## src/rtl/reg_dump_tx.sv

```systemverilog
// reg_dump_tx: sweeps the register file debug port and streams each word LSB-first as bytes.
// Define REG_DUMP_CHECKSUM_EN to append an XOR checksum byte after the last register.
module reg_dump_tx #(
    parameter int NB_DATA        = 32,
    parameter int N_REGISTERS    = 32,
    parameter int NB_REG_ADDRESS = 5,
    parameter int NB_BYTE        = 8
) (
    input  logic                      i_clock,
    input  logic                      i_reset,
    input  logic                      i_start,
    output logic                      o_busy,
    output logic                      o_done,
    output logic [NB_REG_ADDRESS-1:0] o_read_reg_address_debug,
    input  logic [NB_DATA-1:0]        i_read_reg_data_debug,
    output logic [NB_BYTE-1:0]        o_tx_data,
    output logic                      o_tx_valid,
    input  logic                      i_tx_ready
);
    localparam int N_BYTES = NB_DATA / NB_BYTE;
    localparam int NB_CNT  = $clog2(N_BYTES) + 1;

    typedef enum logic [2:0] {
        IDLE,
        SETUP,
        LOAD,
        SEND,
`ifdef REG_DUMP_CHECKSUM_EN
        CHECKSUM,
`endif
        DONE
    } state_t;

    state_t                    state, next_state;
    logic [NB_DATA-1:0]        shift_reg;
    logic [NB_CNT-1:0]         byte_cnt;
    logic [NB_REG_ADDRESS-1:0] address;
    logic                      fire, last_byte, last_reg;

    assign fire      = o_tx_valid & i_tx_ready;
    assign last_byte = byte_cnt == NB_CNT'(N_BYTES - 1);
    assign last_reg  = address == NB_REG_ADDRESS'(N_REGISTERS - 1);
    assign o_read_reg_address_debug = address;

    always_ff @(posedge i_clock) begin
        if (i_reset)
            state <= IDLE;
        else
            state <= next_state;
    end

    always_comb begin
        next_state = state;
        case (state)
            IDLE:  next_state = i_start ? SETUP : IDLE;
            SETUP: next_state = LOAD;
            LOAD:  next_state = SEND;
`ifdef REG_DUMP_CHECKSUM_EN
            SEND:     next_state = (fire && last_byte) ? (last_reg ? CHECKSUM : SETUP) : SEND;
            CHECKSUM: next_state = fire ? DONE : CHECKSUM;
`else
            SEND:     next_state = (fire && last_byte) ? (last_reg ? DONE : SETUP) : SEND;
`endif
            DONE:    next_state = IDLE;
            default: next_state = IDLE;
        endcase
    end

`ifdef REG_DUMP_CHECKSUM_EN
    logic [NB_BYTE-1:0] checksum;

    always_ff @(posedge i_clock) begin
        if (i_reset || (state == IDLE && i_start))
            checksum <= '0;
        else if (state == SEND && fire)
            checksum <= checksum ^ shift_reg[NB_BYTE-1:0];
    end

    always_comb begin
        o_busy     = state == SETUP || state == LOAD || state == SEND || state == CHECKSUM;
        o_tx_valid = state == SEND || state == CHECKSUM;
        o_tx_data  = state == SEND ? shift_reg[NB_BYTE-1:0] : state == CHECKSUM ? checksum : '0;
        o_done     = state == DONE;
    end
`else
    always_comb begin
        o_busy     = state == SETUP || state == LOAD || state == SEND;
        o_tx_valid = state == SEND;
        o_tx_data  = state == SEND ? shift_reg[NB_BYTE-1:0] : '0;
        o_done     = state == DONE;
    end
`endif

    // Data captured in LOAD was read by the register file on the negedge inside SETUP.
    always_ff @(posedge i_clock) begin
        if (i_reset) begin
            shift_reg <= '0;
            byte_cnt  <= '0;
            address   <= '0;
        end else begin
            if (state == LOAD) begin
                shift_reg <= i_read_reg_data_debug;
                byte_cnt  <= '0;
            end
            if (state == SEND && fire) begin
                shift_reg <= shift_reg >> NB_BYTE;
                byte_cnt  <= byte_cnt + NB_CNT'(1);
                if (last_byte && !last_reg)
                    address <= address + NB_REG_ADDRESS'(1);
            end
            if (state == DONE)
                address <= '0;
        end
    end
endmodule

```

## config.mk

```make
export PLATFORM = sky130hd
export DESIGN_NAME = reg_dump_tx
export DESIGN_NICKNAME = d
export VERILOG_FILES = /design/src/rtl/reg_dump_tx.sv
export SDC_FILE = /design/constraint.sdc
export NUM_CORES = 1
export LEC_CHECK = 0
export CAP_MARGIN = 20
export CORE_ASPECT_RATIO = 2
export CORE_MARGIN = 1
export CORE_UTILIZATION = 35
export DETAILED_ROUTE_END_ITERATION = 16
export GPL_ROUTABILITY_DRIVEN = 0
export PLACE_DENSITY_LB_ADDON = 0.12
export SLEW_MARGIN = 20
export SYNTH_ARGS = -nofsm -noshare
export SYNTH_HDL_FRONTEND = slang
export SYNTH_SLANG_ARGS = --single-unit
```

## constraint.sdc

```tcl
create_clock -name i_clock -period 2.7 [get_ports i_clock]
set_input_delay 0.54 -clock i_clock [delete_from_list [all_inputs] [get_ports i_clock]]
set_output_delay 0.54 -clock i_clock [all_outputs]
set_load 0.02 [all_outputs]
```

==> results.yml, run 1 <==
outcome:
  status: "finished clean"
routing:
  drtIter0Drc: 64
  drt-total-wl_mm: 4.53
  drc_errors: 0
  drtAntennaViolNets: 0
  vias: 1763
  drt-pass1-iter-count: 5
  via_per_inst: 5.42
  wl_per_cell_um: 13.9
synthesis:
  synth_area_um2: 1930
  ys_seq_area_share_pct: 44.5
  synth_flop_cell: "dfxtp_1"
  synth_top_cell_by_area: "dfxtp_1"
  synth_cell_type_count: 35
  async_flop_share_pct: 0
  synth_top_cell_area_share_pct: 44.5
  synth_area_per_cell_um2: 8.67
  yosys-top-cells-area: "dfxtp_1, a21oi_1, a22oi_1, nand3_1, nand2_1"
  syn_inst: 223
  synth-edff-count: 0
  synth_seq_cells: 43
  synth_nets: 263
  ys_warn_count: 0
setup_path:
  critPathCaptureType: "primary output"
  cp_top_family: "buffers and inverters"
  cp.arrival_ns: 1.96
  crit_buf_inv: 2
  crit_type: "flop to primary output"
  crit_required_ns: 2.16
  cp_slowest_cell: "clkdlybuf4s50_1"
  slowest_delay_ns: 0.59
  crit_chain: "or3b_2 > inv_1 > clkdlybuf4s50_1"
  worstSetupStartpointType: "flop"
  path_max_fanout: 11
final_layout:
  postLayoutCellArea_um2: 2520
  fin_nets: 304
  area_growth_pct: 30.6
  largest_reg_flops: 32
  antenna_cells_inserted: 0
  drive_gt1_share_pct: 7.55
floorplan:
  die_w_um: 54.6
  dieArea_um2: 5840
  die_h_um: 107
  ios: 52
  start_util_pct: 36.0
  rows: 38
  core_area_um2: 5370
clock_network:
  post_cts.repair.setup_buffers: 0
  cts_tree: "built"
  cts_buffer_depth: 2
  ctsResizeCount: 0
  root_buffer: "clkbuf_8"
  cts_sinks: 43
  ctsHtreeMaxLevel: 2
  cts_hold_buffers: 0
  clk_pin_slew_ns: 0.09
  insertion_delay_ns: 0.30
  cts_buffers: 5
timing:
  fin_crit_sh_pct: 92.5
  timing.setup.tns_ns: 0
  worstMarginPinSlew_ns: 0.486
  fin_worst_skew_ns: 0.00577
  relSlewSlack_pct: 67.5
  final_critical_path_setup_slack_ns: 0.202
  rsz0062_at_grt: "false"
  finalSetupViolCount: 0
  post-route-min-period_ns: 2.50
  maxSlewViolCount: 0
  fmax_mhz: 400
  hold_viol_final: 0
run:
  maxCapViolCount: 0
global_routing:
  grt_max_degree: 36
  grt_pass1_wl_mm: 7.49
  grt_usage_pct: 17.5
  grt.overflow.total: 0
  antenna_found_initial: 0
  grt_pass1_vias: 1558
placement:
  pre_cts_ws_ns: 0.427
  port_buffers: 51
  place_hpwl_mm: 3.11
  place_area_um2: 2430
power:
  fin_total_pwr_uw: 1260
  max-vdd-ir-drop_uv: 366
  p_per_area_nw_per_um2: 501
  p_leak_uw: 0.000857
worst_hold_path:
  hold_class: "flop to flop"
-- metrics by stage --
stage          utilization, %  hold WS, ns  std cells
2_1_floorplan               -        0.437        223
3_3_place_gp             45.2        0.442        317
3_5_place_dp             45.2        0.447        317
4_1_cts                  46.9        0.460        325
5_1_grt                  47.0        0.478        325
6_report                 47.0        0.459        325
-- cell usage in the layout (no fill, tap or decap), types with 3 or more instances in the layout --
cell type         n
clkdlybuf4s50_1  51
dfxtp_1          42
a21oi_1          39
nand3_1          30
a22oi_1          24
nand2_1          18
and2_1            8
clkbuf_8          5
buf_4             5
o21ai_0           4
nand2b_1          4
ha_1              4
inv_1             3
nor2_1            3
-- synthesized netlist by cell type, types with 2 or more instances --
cell type	n
a22oi_1	24
buf_6	3
and2_1	8
nand2_1	18
o31ai_1	2
inv_1	3
o21ai_0	4
a21oi_1	39
clkbuf_1	4
nor2_1	3
buf_2	10
nor3_1	2
nand2b_1	4
dfxtp_1	43
ha_1	4
nand3_1	30
buf_4	4
-- power breakdown --
group | switching, uW | leakage, uW | internal [uW]
sequential | 21.0 | 0.000350 | 664
combinational | 77.7 | 0.000466 | 83.4
clock | 234 | 0.0000408 | 185
total | 332 | 0.000857 | 932
-- routing by layer --
metal / GRT usage [%] / routed length [um] / vias up
met5: 0 / 0 / -
met4: 7.14 / 60 / 0
met3: 3.69 / 183 / 4
met2: 28.2 / 2360 / 53
met1: 21.6 / 1930 / 821
li1: - / - / 885
-- worst reg2reg max path: stages, from the launching register on --
cell	delay (ns)
dfxtp_1	0.35
ha_1	0.22
and3_1	0.20
ha_1	0.23
or2_1	0.35
or4_4	0.51
a21oi_2	0.13
-- cell families after synthesis --
| group | Yosys count | synth area share (%) |
|---|---|---|
| AOI/OAI and AO/OA | 70 | 21.7 |
| adders and majority gates | 4 | 2.59 |
| buffers and inverters | 25 | 7.44 |
| DFF | 43 | 44.5 |
| and+or+nand+nor | 81 | 23.8 |
-- final cells by class --
type | count | area, um^2
Clock inverter | 3 | 23.8
Timing Repair Buffer | 56 | 548
Fill cell | 546 | 2850
Clock buffer | 5 | 68.8
Inverter | 3 | 11.3
Multi-Input combinational cell | 155 | 935
Tap cell | 60 | 75.1
Sequential cell | 43 | 862
-- final timing paths --
path / start / end / slack [ns] / cells after the start
max: state[2] / o_done / 0.20 / 3
min: shift_reg[26] / shift_reg[26] / 0.46 / 2
max reg2reg: o_read_reg_address_debug[0] / o_read_reg_address_debug[3] / 0.65 / 6
min reg2reg: shift_reg[26] / shift_reg[26] / 0.46 / 2
Power figures use the tool's default switching activity.
==> inputs of run 2 (changes only) <==
--- a/config.mk
+++ b/config.mk
@@ -7,7 +7,7 @@
 export LEC_CHECK = 0
 export CAP_MARGIN = 20
 export CORE_ASPECT_RATIO = 2
-export CORE_MARGIN = 1
+export CORE_MARGIN = 2
 export CORE_UTILIZATION = 35
 export DETAILED_ROUTE_END_ITERATION = 16
 export GPL_ROUTABILITY_DRIVEN = 0
==> results.yml, run 2 (synthesized netlist as in run 1, its figures left out) <==
outcome:
  status: "finished clean"
timing:
  hold_viol_final: 0
  worstMarginPinSlew_ns: 0.432
  rsz0062_at_grt: "false"
  post-route-min-period_ns: 2.54
  fin_crit_sh_pct: 94.2
  maxSlewViolCount: 0
  relSlewSlack_pct: 71.1
  fmax_mhz: 393
  hold_ws_ns: 0.457
  finalSetupViolCount: 0
  timing.setup.tns_ns: 0
  fin_worst_skew_ns: 0.00946
final_layout:
  nFillCells: 555
  largest_reg_flops: 32
  fin_nets: 304
  layout_commonest_cell: "clkdlybuf4s50_1"
  final_cell_mix: "clkdlybuf4s50_1, dfxtp_1, a21oi_1"
  area_growth_pct: 31.0
  fin_cells: 324
  antenna_cells_inserted: 0
  drive_gt1_share_pct: 6.44
global_routing:
  antenna_found_initial: 0
  grt_usage_pct: 15.6
  grt_pass1_vias: 1578
  grt.overflow.total: 0
  grt_pass1_wl_mm: 7.64
  grt_max_degree: 36
clock_network:
  root_buffer: "clkbuf_8"
  ctsHtreeMaxLevel: 2
  cts_tree: "built"
  insertion_delay_ns: 0.29
  clk_pin_slew_ns: 0.08
  post_cts.repair.setup_buffers: 0
  cts_buffer_depth: 2
  cts_sinks: 43
  cts_buffers: 5
  cts_hold_buffers: 0
  ctsResizeCount: 0
routing:
  via_per_inst: 5.40
  vias: 1751
  drc_errors: 0
  drt-pass1-iter-count: 4
  drtAntennaViolNets: 0
  drtIter0Drc: 59
  wl_per_cell_um: 14.2
  drt-total-wl_mm: 4.60
setup_path:
  r2r_start: "o_read_reg_address_debug[0]"
  timing.rr.end: "o_read_reg_address_debug[3]"
  reg2regPathDepth: 6
  rrSetupSlack_ns: 0.66
  crit_chain: "and3b_1 > and2_1 > clkdlybuf4s50_1"
  crit_buf_inv: 1
  crit_type: "flop to primary output"
  slowest_delay_ns: 0.60
  crit_required_ns: 2.16
  critPathCaptureType: "primary output"
  cp_top_family: "buffers and inverters"
  path_max_fanout: 11
  endpoint: "o_tx_data[0]"
  cp_slowest_cell: "clkdlybuf4s50_1"
  setup.worst_path.start: "state[0]"
  cp.arrival_ns: 2.00
  worstSetupStartpointType: "flop"
  crit_cells: 3
power:
  p_per_area_nw_per_um2: 524
  max-vdd-ir-drop_uv: 342
  p_leak_uw: 0.000867
  fin_total_pwr_uw: 1330
worst_hold_path:
  hold_class: "flop to flop"
  min_from: "shift_reg[26]"
placement:
  dp.cells: 317
  port_buffers: 51
  place_hpwl_mm: 3.15
run:
  maxCapViolCount: 0
floorplan:
  die_h_um: 109
  dieArea_um2: 6170
  ios: 52
  core_area_um2: 5370
  die_w_um: 56.6
  rows: 38
  start_util_pct: 36.0
==> run 2: worst min path at each step <==
stage               endpoint  slack (ns)  depth (start not counted)
2_1_floorplan  shift_reg[24]        0.44                          2
6_report       shift_reg[26]        0.46                          2
3_3_place_gp   shift_reg[24]        0.44                          2
4_1_cts        shift_reg[29]        0.46                          2
5_1_grt        shift_reg[24]        0.48                          2
3_5_place_dp   shift_reg[29]        0.45                          2
==> run 2: layer usage <==
metal | GRT usage, % | vias up | routed length (um)
met4 | 6.63 | 0 | 89
met1 | 19.8 | 813 | 1900
met2 | 25.7 | 50 | 2430
met5 | 0 | - | 0
li1 | - | 882 | -
met3 | 2.85 | 6 | 183
==> run 2: metrics by stage <==
| step | setup slack (ns) | util, % | cell area [um^2] |
|---|---|---|---|
| after floorplan | 0.696 | - | 1930 |
| after global placement | 0.457 | 45.2 | 2430 |
| after detailed placement | 0.436 | 45.2 | 2430 |
| after CTS | 0.125 | 47.1 | 2530 |
| after global routing | 0.00948 | 47.1 | 2530 |
| final | 0.156 | 47.1 | 2530 |
==> run 2: where the power goes <==
group	total (uW)	switching (uW)	leakage (uW)	internal [uW]
Sequential	683	20.2	0.000350	663
Combinational	160	76.8	0.000466	83.4
Clock	482	211	0.0000513	271
==> run 2: final cells by class <==
type	count	area (um^2)	area share, %
flip-flops and latches	43	861	34.0
repair buffers	56	548	21.6
inverters	3	11.3	0.445
multi-input cells	155	935	36.9
clock inverters	1	30.0	1.19
clock buffers	6	72.6	2.87
well taps	60	75.1	2.96
==> run 2: worst min-delay path, cell delays in order (launching register included) <==
cell     delay (ns)
dfxtp_1        0.31
nand2_1        0.05
a21oi_1        0.05
